<file path="config.mk">
export PLATFORM = sky130hd
export DESIGN_NAME = dm_port_arbiter
export DESIGN_NICKNAME = d
export VERILOG_FILES = /design/src/rtl/dm_port_arbiter_pkg.sv /design/src/rtl/rr_arbiter.sv /design/src/rtl/dm_port_arbiter.sv
export SDC_FILE = /design/constraint.sdc
export NUM_CORES = 1
export LEC_CHECK = 0
export CORE_MARGIN = 2
export CORE_UTILIZATION = 37
export CTS_CLUSTER_SIZE = 25
export DETAILED_ROUTE_END_ITERATION = 6
export PLACE_DENSITY = 0.84
export SLEW_MARGIN = 5
export SYNTH_ARGS = -nofsm -noshare
export SYNTH_HDL_FRONTEND = slang
export SYNTH_SLANG_ARGS = --single-unit
</file>
<file path="constraint.sdc">
create_clock -name clk -period 3.8 [get_ports clk]
set_input_delay 0.38 -clock clk [delete_from_list [all_inputs] [get_ports clk]]
set_output_delay 0.38 -clock clk [all_outputs]
set_load 0.05 [all_outputs]
</file>
<file path="src/rtl/dm_port_arbiter_pkg.sv">
// Shared definitions for the data-memory port arbiter: FSM state encoding,
// default geometry and a pointer-width helper.
package dm_port_arbiter_pkg;

    localparam int DM_N_CORES = 4;
    localparam int DM_ADDR_W  = 12;
    localparam int DM_DATA_W  = 12;

    localparam logic [1:0] ST_IDLE  = 2'd0;
    localparam logic [1:0] ST_RUN   = 2'd1;
    localparam logic [1:0] ST_DRAIN = 2'd2;
    localparam logic [1:0] ST_DONE  = 2'd3;

    // Width of a core index; a single-core build still needs one bit.
    function automatic int ptr_width(input int n);
        return (n > 1) ? $clog2(n) : 1;
    endfunction

endpackage

</file>
<file path="src/rtl/rr_arbiter.sv">
// Round-robin selector: picks the first eligible core at or after ptr,
// wrapping from N_CORES-1 back to 0.
module rr_arbiter
    import dm_port_arbiter_pkg::*;
#(
    parameter int  N_CORES = DM_N_CORES,
    localparam int PTR_W   = ptr_width(N_CORES)
) (
    input  logic [N_CORES-1:0] eligible,
    input  logic [PTR_W-1:0]   ptr,
    output logic [N_CORES-1:0] winner,
    output logic               valid
);

    always_comb begin
        int               sum;
        logic [PTR_W-1:0] idx;
        winner = '0;
        valid  = 1'b0;
        sum    = 0;
        idx    = '0;
        for (int off = 0; off < N_CORES; off++) begin
            sum = int'(ptr) + off;
            if (sum >= N_CORES) sum = sum - N_CORES;
            idx = PTR_W'(sum);
            if (!valid && eligible[idx]) begin
                winner[idx] = 1'b1;
                valid       = 1'b1;
            end
        end
    end

endmodule

</file>
<file path="src/rtl/dm_port_arbiter.sv">
// Shares one single-port data memory between N_CORES processor cores with
// registered round-robin grants and a one-cycle read-return strobe.
module dm_port_arbiter
    import dm_port_arbiter_pkg::*;
#(
    parameter int  N_CORES = DM_N_CORES,
    parameter int  ADDR_W  = DM_ADDR_W,
    parameter int  DATA_W  = DM_DATA_W,
    localparam int PTR_W   = ptr_width(N_CORES)
) (
    input  logic                        clk,
    input  logic                        rst,
    input  logic                        start_process,
    input  logic [N_CORES-1:0]          req,
    input  logic [N_CORES-1:0]          we,
    input  logic [N_CORES*ADDR_W-1:0]   addr,
    input  logic [N_CORES*DATA_W-1:0]   wdata,
    input  logic [N_CORES-1:0]          core_done,
    input  logic [DATA_W-1:0]           dm_rdata,
    output logic                        dm_en,
    output logic [ADDR_W-1:0]           dm_addr,
    output logic [DATA_W-1:0]           dm_wdata,
    output logic [N_CORES-1:0]          gnt,
    output logic [N_CORES-1:0]          rvalid,
    output logic [DATA_W-1:0]           rdata,
    output logic                        busy,
    output logic                        end_process
);

    logic [1:0]         state;
    logic [1:0]         state_nxt;
    logic [PTR_W-1:0]   ptr;

    logic [N_CORES-1:0] eligible_p0;
    logic [N_CORES-1:0] winner_p0;
    logic               win_vld_p0;
    logic [PTR_W-1:0]   win_idx_p0;
    logic               win_we_p0;
    logic [ADDR_W-1:0]  win_addr_p0;
    logic [DATA_W-1:0]  win_wdata_p0;
    logic [PTR_W-1:0]   ptr_nxt_p0;

    // Stage 0: arbitration. The core granted this cycle sits out the next edge.
    assign eligible_p0 = (state == ST_RUN) ? (req & ~gnt) : '0;

    rr_arbiter #(
        .N_CORES (N_CORES)
    ) u_rr_arbiter (
        .eligible (eligible_p0),
        .ptr      (ptr),
        .winner   (winner_p0),
        .valid    (win_vld_p0)
    );

    always_comb begin
        win_idx_p0   = '0;
        win_we_p0    = 1'b0;
        win_addr_p0  = '0;
        win_wdata_p0 = '0;
        for (int i = 0; i < N_CORES; i++) begin
            if (winner_p0[i]) begin
                win_idx_p0   = PTR_W'(i);
                win_we_p0    = we[i];
                win_addr_p0  = addr[i*ADDR_W +: ADDR_W];
                win_wdata_p0 = wdata[i*DATA_W +: DATA_W];
            end
        end
    end

    assign ptr_nxt_p0 = (win_idx_p0 == PTR_W'(N_CORES - 1)) ? '0 : win_idx_p0 + PTR_W'(1);

    // Abort takes precedence over completion when both arrive together.
    always_comb begin
        state_nxt = state;
        case (state)
            ST_IDLE:  if (start_process) state_nxt = ST_RUN;
            ST_RUN: begin
                if (!start_process)       state_nxt = ST_IDLE;
                else if (&core_done)      state_nxt = ST_DRAIN;
            end
            ST_DRAIN: state_nxt = ST_DONE;
            ST_DONE:  if (!start_process) state_nxt = ST_IDLE;
            default:  state_nxt = ST_IDLE;
        endcase
    end

    // Stage 1: grant register. A grant on the leaving-RUN edge still goes out.
    always_ff @(posedge clk or posedge rst) begin
        if (rst) begin
            state    <= ST_IDLE;
            ptr      <= '0;
            gnt      <= '0;
            dm_en    <= 1'b0;
            dm_addr  <= '0;
            dm_wdata <= '0;
            rvalid   <= '0;
        end else begin
            state <= state_nxt;
            gnt   <= winner_p0;
            // Stage 2: read return, one cycle behind a read grant in any state.
            rvalid <= dm_en ? '0 : gnt;
            if (win_vld_p0) begin
                dm_en    <= win_we_p0;
                dm_addr  <= win_addr_p0;
                dm_wdata <= win_wdata_p0;
                ptr      <= ptr_nxt_p0;
            end else begin
                dm_en <= 1'b0;
            end
        end
    end

    assign rdata       = dm_rdata;
    assign busy        = (state == ST_RUN) || (state == ST_DRAIN);
    assign end_process = (state == ST_DONE);

endmodule

</file>
==> flow_results.org, run 1 <==
** STA
- Highest clock frequency the design can meet :: 288.3 MHz
- Slew Viols, Final :: 0
- After routing, the total negative slack on setup checks comes to 0 ps.
- Clock skew on the completed layout was measured at 8.873 ps.
- Worst-margin pin slew :: 1127 ps
- On the final layout, the worst hold slack is 489.0 ps.
- Setup slack on the critical path of the routed design comes to 331.7 ps.
- In this run the tightest slew margin relative to its limit is 24.80%.
- Final hold viol count :: 0
- Setup repair after global routing left no endpoint under its margin.
- Ratio of final minimum period to clock period :: 91.27%
- The smallest clock period supported by the final layout is computed as 3468 ps.
- Final setup violation count :: 0

** Floorplan
- Chip width :: 87.42 um
- For this configuration, the core starts out at a cell density of 38.11%.
- Die span in y :: between 80 and 90 um
- Top-level port count :: 170
- In this run the standard cell core region covers between 6000 and 7000 um^2.
- Die footprint :: 7642 um^2
- Number of standard-cell rows in the floorplan :: 30

** Setup path
- STA classifies the critical path endpoint as a flip-flop.
- Crit path largest cell delay :: between 700 and 800 ps
- Critical path start-end classification :: flip-flop to flip-flop
- Slowest cell on the critical path :: sky130_fd_sc_hd__nor2b_2
- Together, buffers and inverters on the worst path number 1.
- Endpoint arrival time on the critical path :: 3680 ps
- Worst endpoint required time :: ~4000 ps
- Along the worst path, the maximum fanout reaches 12.
- Kind of cell with the highest combined delay on the critical path :: compound AO/OA/AOI/OAI gates
- STA classifies the critical path startpoint as a flip-flop.
- Crit-path cells :: inv_1, ha_1, and4b_1, o21bai_1, a211oi_1, a22o_1, a221o_2, nor2b_2, a221oi_2, o21ai_1

** Routing
- For this run, the detailed router's first-pass iteration total came to 4.
- Top layer reached by signal wires :: met4
- The detailed router finished its first iteration with 98 violations.
- Final Routed Wirelength :: between 7 and 8 mm
- The routed design uses 4.121 mm of met2 wire.
- Dividing the detail-routed wire length by the instance count gives 16.44 um.
- Vias after detailed routing :: 2543
- Total met3 wirelength after detailed routing :: about 520 um
- Average via count per standard cell :: 5.320
- After detailed routing, the number of remaining DRC violations is 0.
- Post-route antenna net violation count :: 0
- Metal-1 WL :: just over 3 mm

** Placement
- After detailed placement, the total cell area comes to 3980 um^2.
- Routability-driven placement finished with a final weighted congestion of between 0.7 and 0.8.
- Setup slack after placement :: 272.7 ps
- Number of port buffers :: roughly 150
- Detailed-placement wirelength estimate :: 5.815 mm

** Clocking
- After clock tree synthesis, the clock-pin slew on the worst setup and hold paths is 70 ps.
- CTS built an H-tree with a depth of 2.
- The clock passes through at most 2 buffers.
- Clock latency on the worst-skew pair, taken at its later pin, is 290 ps.
- In this run, CTS created clock tree buffers numbering 5.
- Count of hold-fix buffers inserted at cts :: 0
- Buffers added to address setup during post-CTS repair amount to 0.
- Clk sinks :: 37
- Post-cts resize count :: 0
- CTS tree :: done
- In this run the clock root is driven by a sky130_fd_sc_hd__clkbuf_8.

** Synthesis
- Area leader, netlist :: sky130_fd_sc_hd__dfrtp_1
- Cell Area, Synth :: 2575 um^2
- Synth async-reset ratio :: 100.0%
- Yosys printed 0 warnings.
- The commonest cells after synthesis are 37 x sky130_fd_sc_hd__dfrtp_1, 33 x sky130_fd_sc_hd__nand2_1, 26 x sky130_fd_sc_hd__nor2_1.
- Synthesis produced a netlist with a net count of 396.
- #FFs+latches synth :: 37
- Synthesis produced a netlist whose cell count is 262.
- Count of flip-flops with a built-in enable after synthesis :: 0
- By instance count, the leading cell after synthesis is sky130_fd_sc_hd__dfrtp_1.
- Yosys mapped the design onto 38 distinct sky130hd cell types.
- For this run, the leading register cell type out of synthesis is sky130_fd_sc_hd__dfrtp_1.
- Synth top area cells :: sky130_fd_sc_hd__dfrtp_1 36%, sky130_fd_sc_hd__a221oi_2 11%, sky130_fd_sc_hd__a21o_1 7.0%
- Each instance of the synthesized netlist takes up on average between 9 and 10 um^2.
- Fraction of the yosys area taken by sequential cells :: roughly 36%
- Portion of synthesized cell area occupied by the leading cell type :: between 30% and 40%

** GRT
- The via count of the first global-routing pass came to roughly 2.6k.
- Overall track demand over capacity in global routing :: 19.69%
- Initial antenna violation count :: 0
- Remaining Overflow, GRT :: 0
- Largest net degree at the start of global routing :: 30
- The first global-routing pass estimated roughly 12 mm of wire.

** Cells and area
- The net count of the finished layout is 532.
- Total non-filler cell area in the finished layout :: around 4000 um^2
- Area used by sequential logic in the layout :: 925.9 um^2
- The repair_antennas step left the layout with diodes totalling 0.
- From synthesis to final layout, the design area changed by 59.43%.
- Number of filler cells placed in the layout :: 591
- Proportion of layout cells with a drive suffix above 1 :: 12.56%
- The multi-input combinational cells in the finished layout cover a total of between 1000 and 1500 um^2.

** Run
- Across the run, the number of max-cap violations was 0.

** Power
- VDD sags by at most roughly 450 uV.
- Leakage power total :: 1.893 nW
- For this design the ratio of total power to cell area is 1001 nW/um^2.

** Run status
- The run finished with clean final reports.

** Hold path
- Path category of the worst min-delay check :: flip-flop to flip-flop
per-stage QoR:
| step | cells | util, % | total power [mW] |
|---|---|---|---|
| final | 478 | 60.76 | 4.111 |
| after global routing | 478 | 60.76 | 4.404 |
| after CTS | 473 | 60.19 | 4.078 |
| after floorplan | 262 | - | 3.059 |
| after detailed placement | 466 | 58.91 | 3.793 |
| after global placement | 466 | 58.91 | 3.688 |
layout make-up:
type                            instances  share of cell area, %
Timing Repair Buffer                  156                  37.37
Multi-Input combinational cell        191                  34.90
Tap cell                               80                  2.438
Clock buffer                            7                  2.103
Sequential cell                        37                  22.55
Inverter                                7                 0.6400
cell usage in the layout, fill, tap and decap left out, types with 2 or more instances in the layout:
cell / count
sky130_fd_sc_hd__and4bb_2: 2
sky130_fd_sc_hd__a221o_2: 2
sky130_fd_sc_hd__o31ai_1: 2
sky130_fd_sc_hd__o21ai_1: 21
sky130_fd_sc_hd__inv_1: 6
sky130_fd_sc_hd__clkbuf_8: 6
sky130_fd_sc_hd__and3b_1: 2
sky130_fd_sc_hd__a21o_1: 24
sky130_fd_sc_hd__nor3b_1: 3
sky130_fd_sc_hd__dfrtp_1: 37
sky130_fd_sc_hd__nand2_1: 33
sky130_fd_sc_hd__o211a_1: 2
sky130_fd_sc_hd__clkdlybuf4s50_1: 145
sky130_fd_sc_hd__buf_4: 11
sky130_fd_sc_hd__and4b_1: 2
sky130_fd_sc_hd__a221oi_1: 7
sky130_fd_sc_hd__nor2b_1: 5
sky130_fd_sc_hd__o21ai_0: 11
sky130_fd_sc_hd__nor2_1: 26
sky130_fd_sc_hd__a22o_1: 4
sky130_fd_sc_hd__ha_1: 11
sky130_fd_sc_hd__a221oi_2: 19
worst paths after layout:
check                                  from      endpoint  slack, ps  cells past startpoint
worst min register to register  dm_wdata[3]   dm_wdata[3]        490                      2
worst max register to register    flip-flop   dm_wdata[0]        330                     10
worst max-delay path              flip-flop   dm_wdata[0]        330                     10
min in group asynchronous               rst  dm_wdata[11]        690                      2
max in group asynchronous               rst   dm_wdata[7]       2400                      3
worst min-delay path            dm_wdata[3]   dm_wdata[3]        490                      2
kinds of logic after synthesis:
| group | share of synthesized area [%] |
|---|---|
| buf+inv | 9.087 |
| flops | 35.96 |
| simple gates | 16.23 |
| compound gates | 33.38 |
| fa+ha+maj | 5.345 |
tightest hold or removal path: cells and delay by family, from the launching register on:
kind	cells	cell delay, ps
flip-flops	1	340
AO/OA/AOI/OAI	1	60
AND/OR/NAND/NOR	1	50
metal layers:
layer	vias up	track usage (%)
li1	1222	-
met1	1207	21.37
met2	98	36.09
met3	16	5.308
met4	0	7.552
met5	-	0
sequential cells by signal, summed over array words and instances, names as in the netlist, named ones only:
name	flops
dm_addr	12
dm_wdata	12
gnt	4
rvalid	4
ptr	2
dm_en	1
state	1
power by group:
group	total, mW	internal (mW)	switching (mW)
logic	3.11	1.28	1.83
clock network	0.277	0.144	0.133
registers	0.726	0.603	0.123
total	4.11	2.02	2.09
Power figures use the tool's default switching activity.
==> inputs of run 2 (changes only) <==
TNS_END_PERCENT = 1   (was default)
==> run 2 against run 1 <==
  * Critical endpoint is now dm_addr[10]
  * Final cell count is 0.84% lower
  * Routed wire length fell by 0.53%
  * Sequential cell count unchanged
  * Hold slack hardly changed
  * Critical path depth is 2 higher
  * Via count about the same
  * Cell area fell by 0.73%
==> flow_results.org, run 2 (synthesis results as in run 1) <==
** Run status
- Outcome :: completed (unchanged)

** Placement
- Gpl congestion :: 0.7744 (unchanged)
- The number of cells in the design after placement was 466 (unchanged).
- Number of port buffers :: 145 (unchanged)
- Detailed-placement wirelength estimate :: 5.815 mm (unchanged)

** Clocking
- The total clock buffers created by CTS came to 5 (unchanged).
- The H-tree level count is 2 (unchanged).
- The maximum buffer depth of the clock tree came to 2 (unchanged).
- The clock latency on the worst-skew pair came to 280 ps (was 290 ps).
- Clock slew seen by the registers of the worst setup and hold paths :: 70 ps (about the same)
- Post-CTS setup buffers :: 0 (unchanged)
- CTS tree :: done (unchanged)
- The sink count of the clock tree was 37 (unchanged).
- Library cell used as clock root buffer :: sky130_fd_sc_hd__clkbuf_8 (unchanged)

** Setup path
- Slowest cell on the critical path :: sky130_fd_sc_hd__nor3_4 (was sky130_fd_sc_hd__nor2b_2)
- The flop-to-flop setup slack was 310 ps (was 330 ps).
- The most numerous cell type found on the critical path is sky130_fd_sc_hd__buf_4.
- Reg2reg end :: dm_addr[10] (was dm_wdata[0])
- The critical path capture point type was a flip-flop (unchanged).
- Crit path largest cell delay :: 530 ps (was 770 ps)
- The number of cell instances on the worst register-to-register path is 12 (was 10).
- Critical path start-end classification :: flip-flop to flip-flop (unchanged)
- The required time of the critical path is 4010 ps (about the same).
- The element type at the critical path start was a flip-flop (unchanged).
- Endpoint arrival time on the critical path :: 3710 ps (was 3680 ps)
- Crit-path cells: inv_1, ha_1, and4b_1, o21bai_1, a211oi_1, a22o_1, a221oi_1, buf_4, nor3_4, buf_4, a221oi_2, o21ai_1 (was inv_1, ha_1, and4b_1, o21bai_1, a211oi_1, a22o_1, a221o_2, nor2b_2, a221oi_2, o21ai_1).
- Maximum fanout count along the critical path :: 13 (was 12)

** STA
- The clock skew after layout was 6.743 ps (was 8.873 ps).
- Unrepaired setup endpoints after global routing: true (was false).
- The highest achievable clock rate came to 286.4 MHz (was 288.3 MHz).
- The total negative setup slack came to 0 ps (unchanged).
- Final setup violation count :: 0 (unchanged)
- Worst relative slew slack :: 25.27% (was 24.80%)
- Clock period minus final worst setup slack :: 3492 ps (was 3468 ps)
- The max-slew violation count was 0 (unchanged).
- Worst-margin pin slew :: 1120 ps (was 1127 ps)
- Ratio of final minimum period to clock period :: 91.88% (was 91.27%)
- Final-layout worst hold slack :: 489.1 ps (was 489.0 ps)
- The count of endpoints failing hold in the final timing report came to 0 (unchanged).

** Power
- The overall power consumption is 4.063 mW (was 4.111 mW).
- The leakage power of the design came to 1.871 nW (was 1.893 nW).
- Power per Cell Area :: 997.1 nW/um^2 (was 1001 nW/um^2)
- The worst-case vdd ir drop was 426.7 uV (was 446.9 uV).

** Routing
- Post-route antenna net violation count :: 0 (unchanged)
- Final Routed Wirelength :: 7.814 mm (was 7.856 mm)
- Average via count per standard cell :: 5.363 (was 5.320)
- The DRC violations left was 0 (unchanged).
- Vias after detailed routing :: 2542 (was 2543)
- DR WL/cell :: 16.49 um (was 16.44 um)
- The DRC violation total after the first TritonRoute iteration is 103 (was 98).
- The detailed-routing iteration count for the pre-antenna-repair pass was 6 (was 4).

** Floorplan
- Number of standard-cell rows in the floorplan :: 30 (unchanged)
- The chip width came to 87.42 um (unchanged).
- The total core area was 6756 um^2 (unchanged).
- Die span in y :: 87.42 um (unchanged)
- Die footprint :: 7642 um^2 (unchanged)
- Starting Density :: 38.11% (unchanged)
- Top-level port count :: 170 (unchanged)

** GRT
- Remaining Overflow, GRT :: 0 (unchanged)
- Largest net degree at the start of global routing :: 30 (unchanged)
- The overall global routing resource usage was 19.69% (unchanged).
- Global-route wire length before repair :: 11.76 mm (unchanged)
- The via count of the first global-routing pass was 2611 (unchanged).
- Initial antenna violation count :: 0 (unchanged)

** Cells and area
- Top library cells by usage in the layout, fill and taps aside :: 145 x sky130_fd_sc_hd__clkdlybuf4s50_1, 37 x sky130_fd_sc_hd__dfrtp_1, 33 x sky130_fd_sc_hd__nand2_1 (unchanged)
- Largest registers: dm_addr (12), dm_wdata (12) (unchanged).
- The share of cells above drive strength 1 came to 11.68% (was 12.56%).
- The post-layout instance count excluding filler cells came to 474 (was 478).
- The count of antenna diodes in the layout is 0 (unchanged).
- The most common cell after layout, fill and taps aside is sky130_fd_sc_hd__clkdlybuf4s50_1 (unchanged).
- The final net count was 528 (was 532).
- Synthesis-to-layout area growth :: 58.26% (was 59.43%)

** Run
- Max-cap violations :: 0 (unchanged)

** Hold path
- Path category of the worst min-delay check :: flip-flop to flip-flop (unchanged)
- Worst Hold Path EP :: dm_wdata[3] (unchanged)
- The hold path startpoint is dm_wdata[3] (unchanged).
- Number of cells traversed by the worst hold path :: 2 (unchanged)
==> run 2: worst max path at each step <==
stage                        endpoint  slack, ps  cells past startpoint
after floorplan           dm_addr[10]       1040                     10
after global placement     dm_addr[5]        420                     10
after detailed placement   dm_addr[4]        270                     10
after CTS                  dm_addr[0]        260                     10
after global routing      dm_addr[11]         -4                     12
final                     dm_addr[10]        310                     12
==> run 2: layout make-up <==
class / count / area (um^2)
fill: 593 / 2681
timing repair buffer: 152 / 1504
multi-input combinational: 191 / 1433
inverter: 7 / 26.28
sequential: 37 / 925.9
clock buffer: 7 / 86.33
tap: 80 / 100.1
==> run 2: where the power goes <==
group | internal (mW) | total, mW | leakage [nW] | switching [mW]
logic | 1.24 | 3.06 | 1.36 | 1.82
registers | 0.603 | 0.726 | 0.466 | 0.123
clock network | 0.144 | 0.276 | 0.0443 | 0.132
==> run 2: timing repair <==
| action | in CTS | in global routing |
|---|---|---|
| endpoints found under the setup margin | 0 | 7 |
| resized for setup | 0 | 0 |
| hold buffers | 0 | 0 |
==> run 2: critical path, delay by kind of cell, from the launching register on <==
family / cells / cell delay (ps)
buffers and inverters: 3 / 650
adders and majority gates: 1 / 340
DFF: 1 / 410
and+or+nand+nor: 2 / 890
AOI/OAI and AO/OA: 6 / 1120
==> run 2: routing by layer <==
metal	track usage, %	up-vias	share of wire, %
li1	-	1216	-
met1	21.37	1200	38
met2	36.09	110	53
met3	5.308	16	7.0
met4	7.552	0	2.7
met5	0	-	0
==> run 2: metrics by stage <==
step / setup WS (ps) / utilization (%) / area [um^2]
5_1_grt: -3.602 / 60.31 / 4075
3_3_place_gp: 423.3 / 58.91 / 3980
6_report: 308.4 / 60.31 / 4075
3_5_place_dp: 272.7 / 58.91 / 3980
2_1_floorplan: 1045 / - / 2575
4_1_cts: 264.3 / 60.19 / 4066
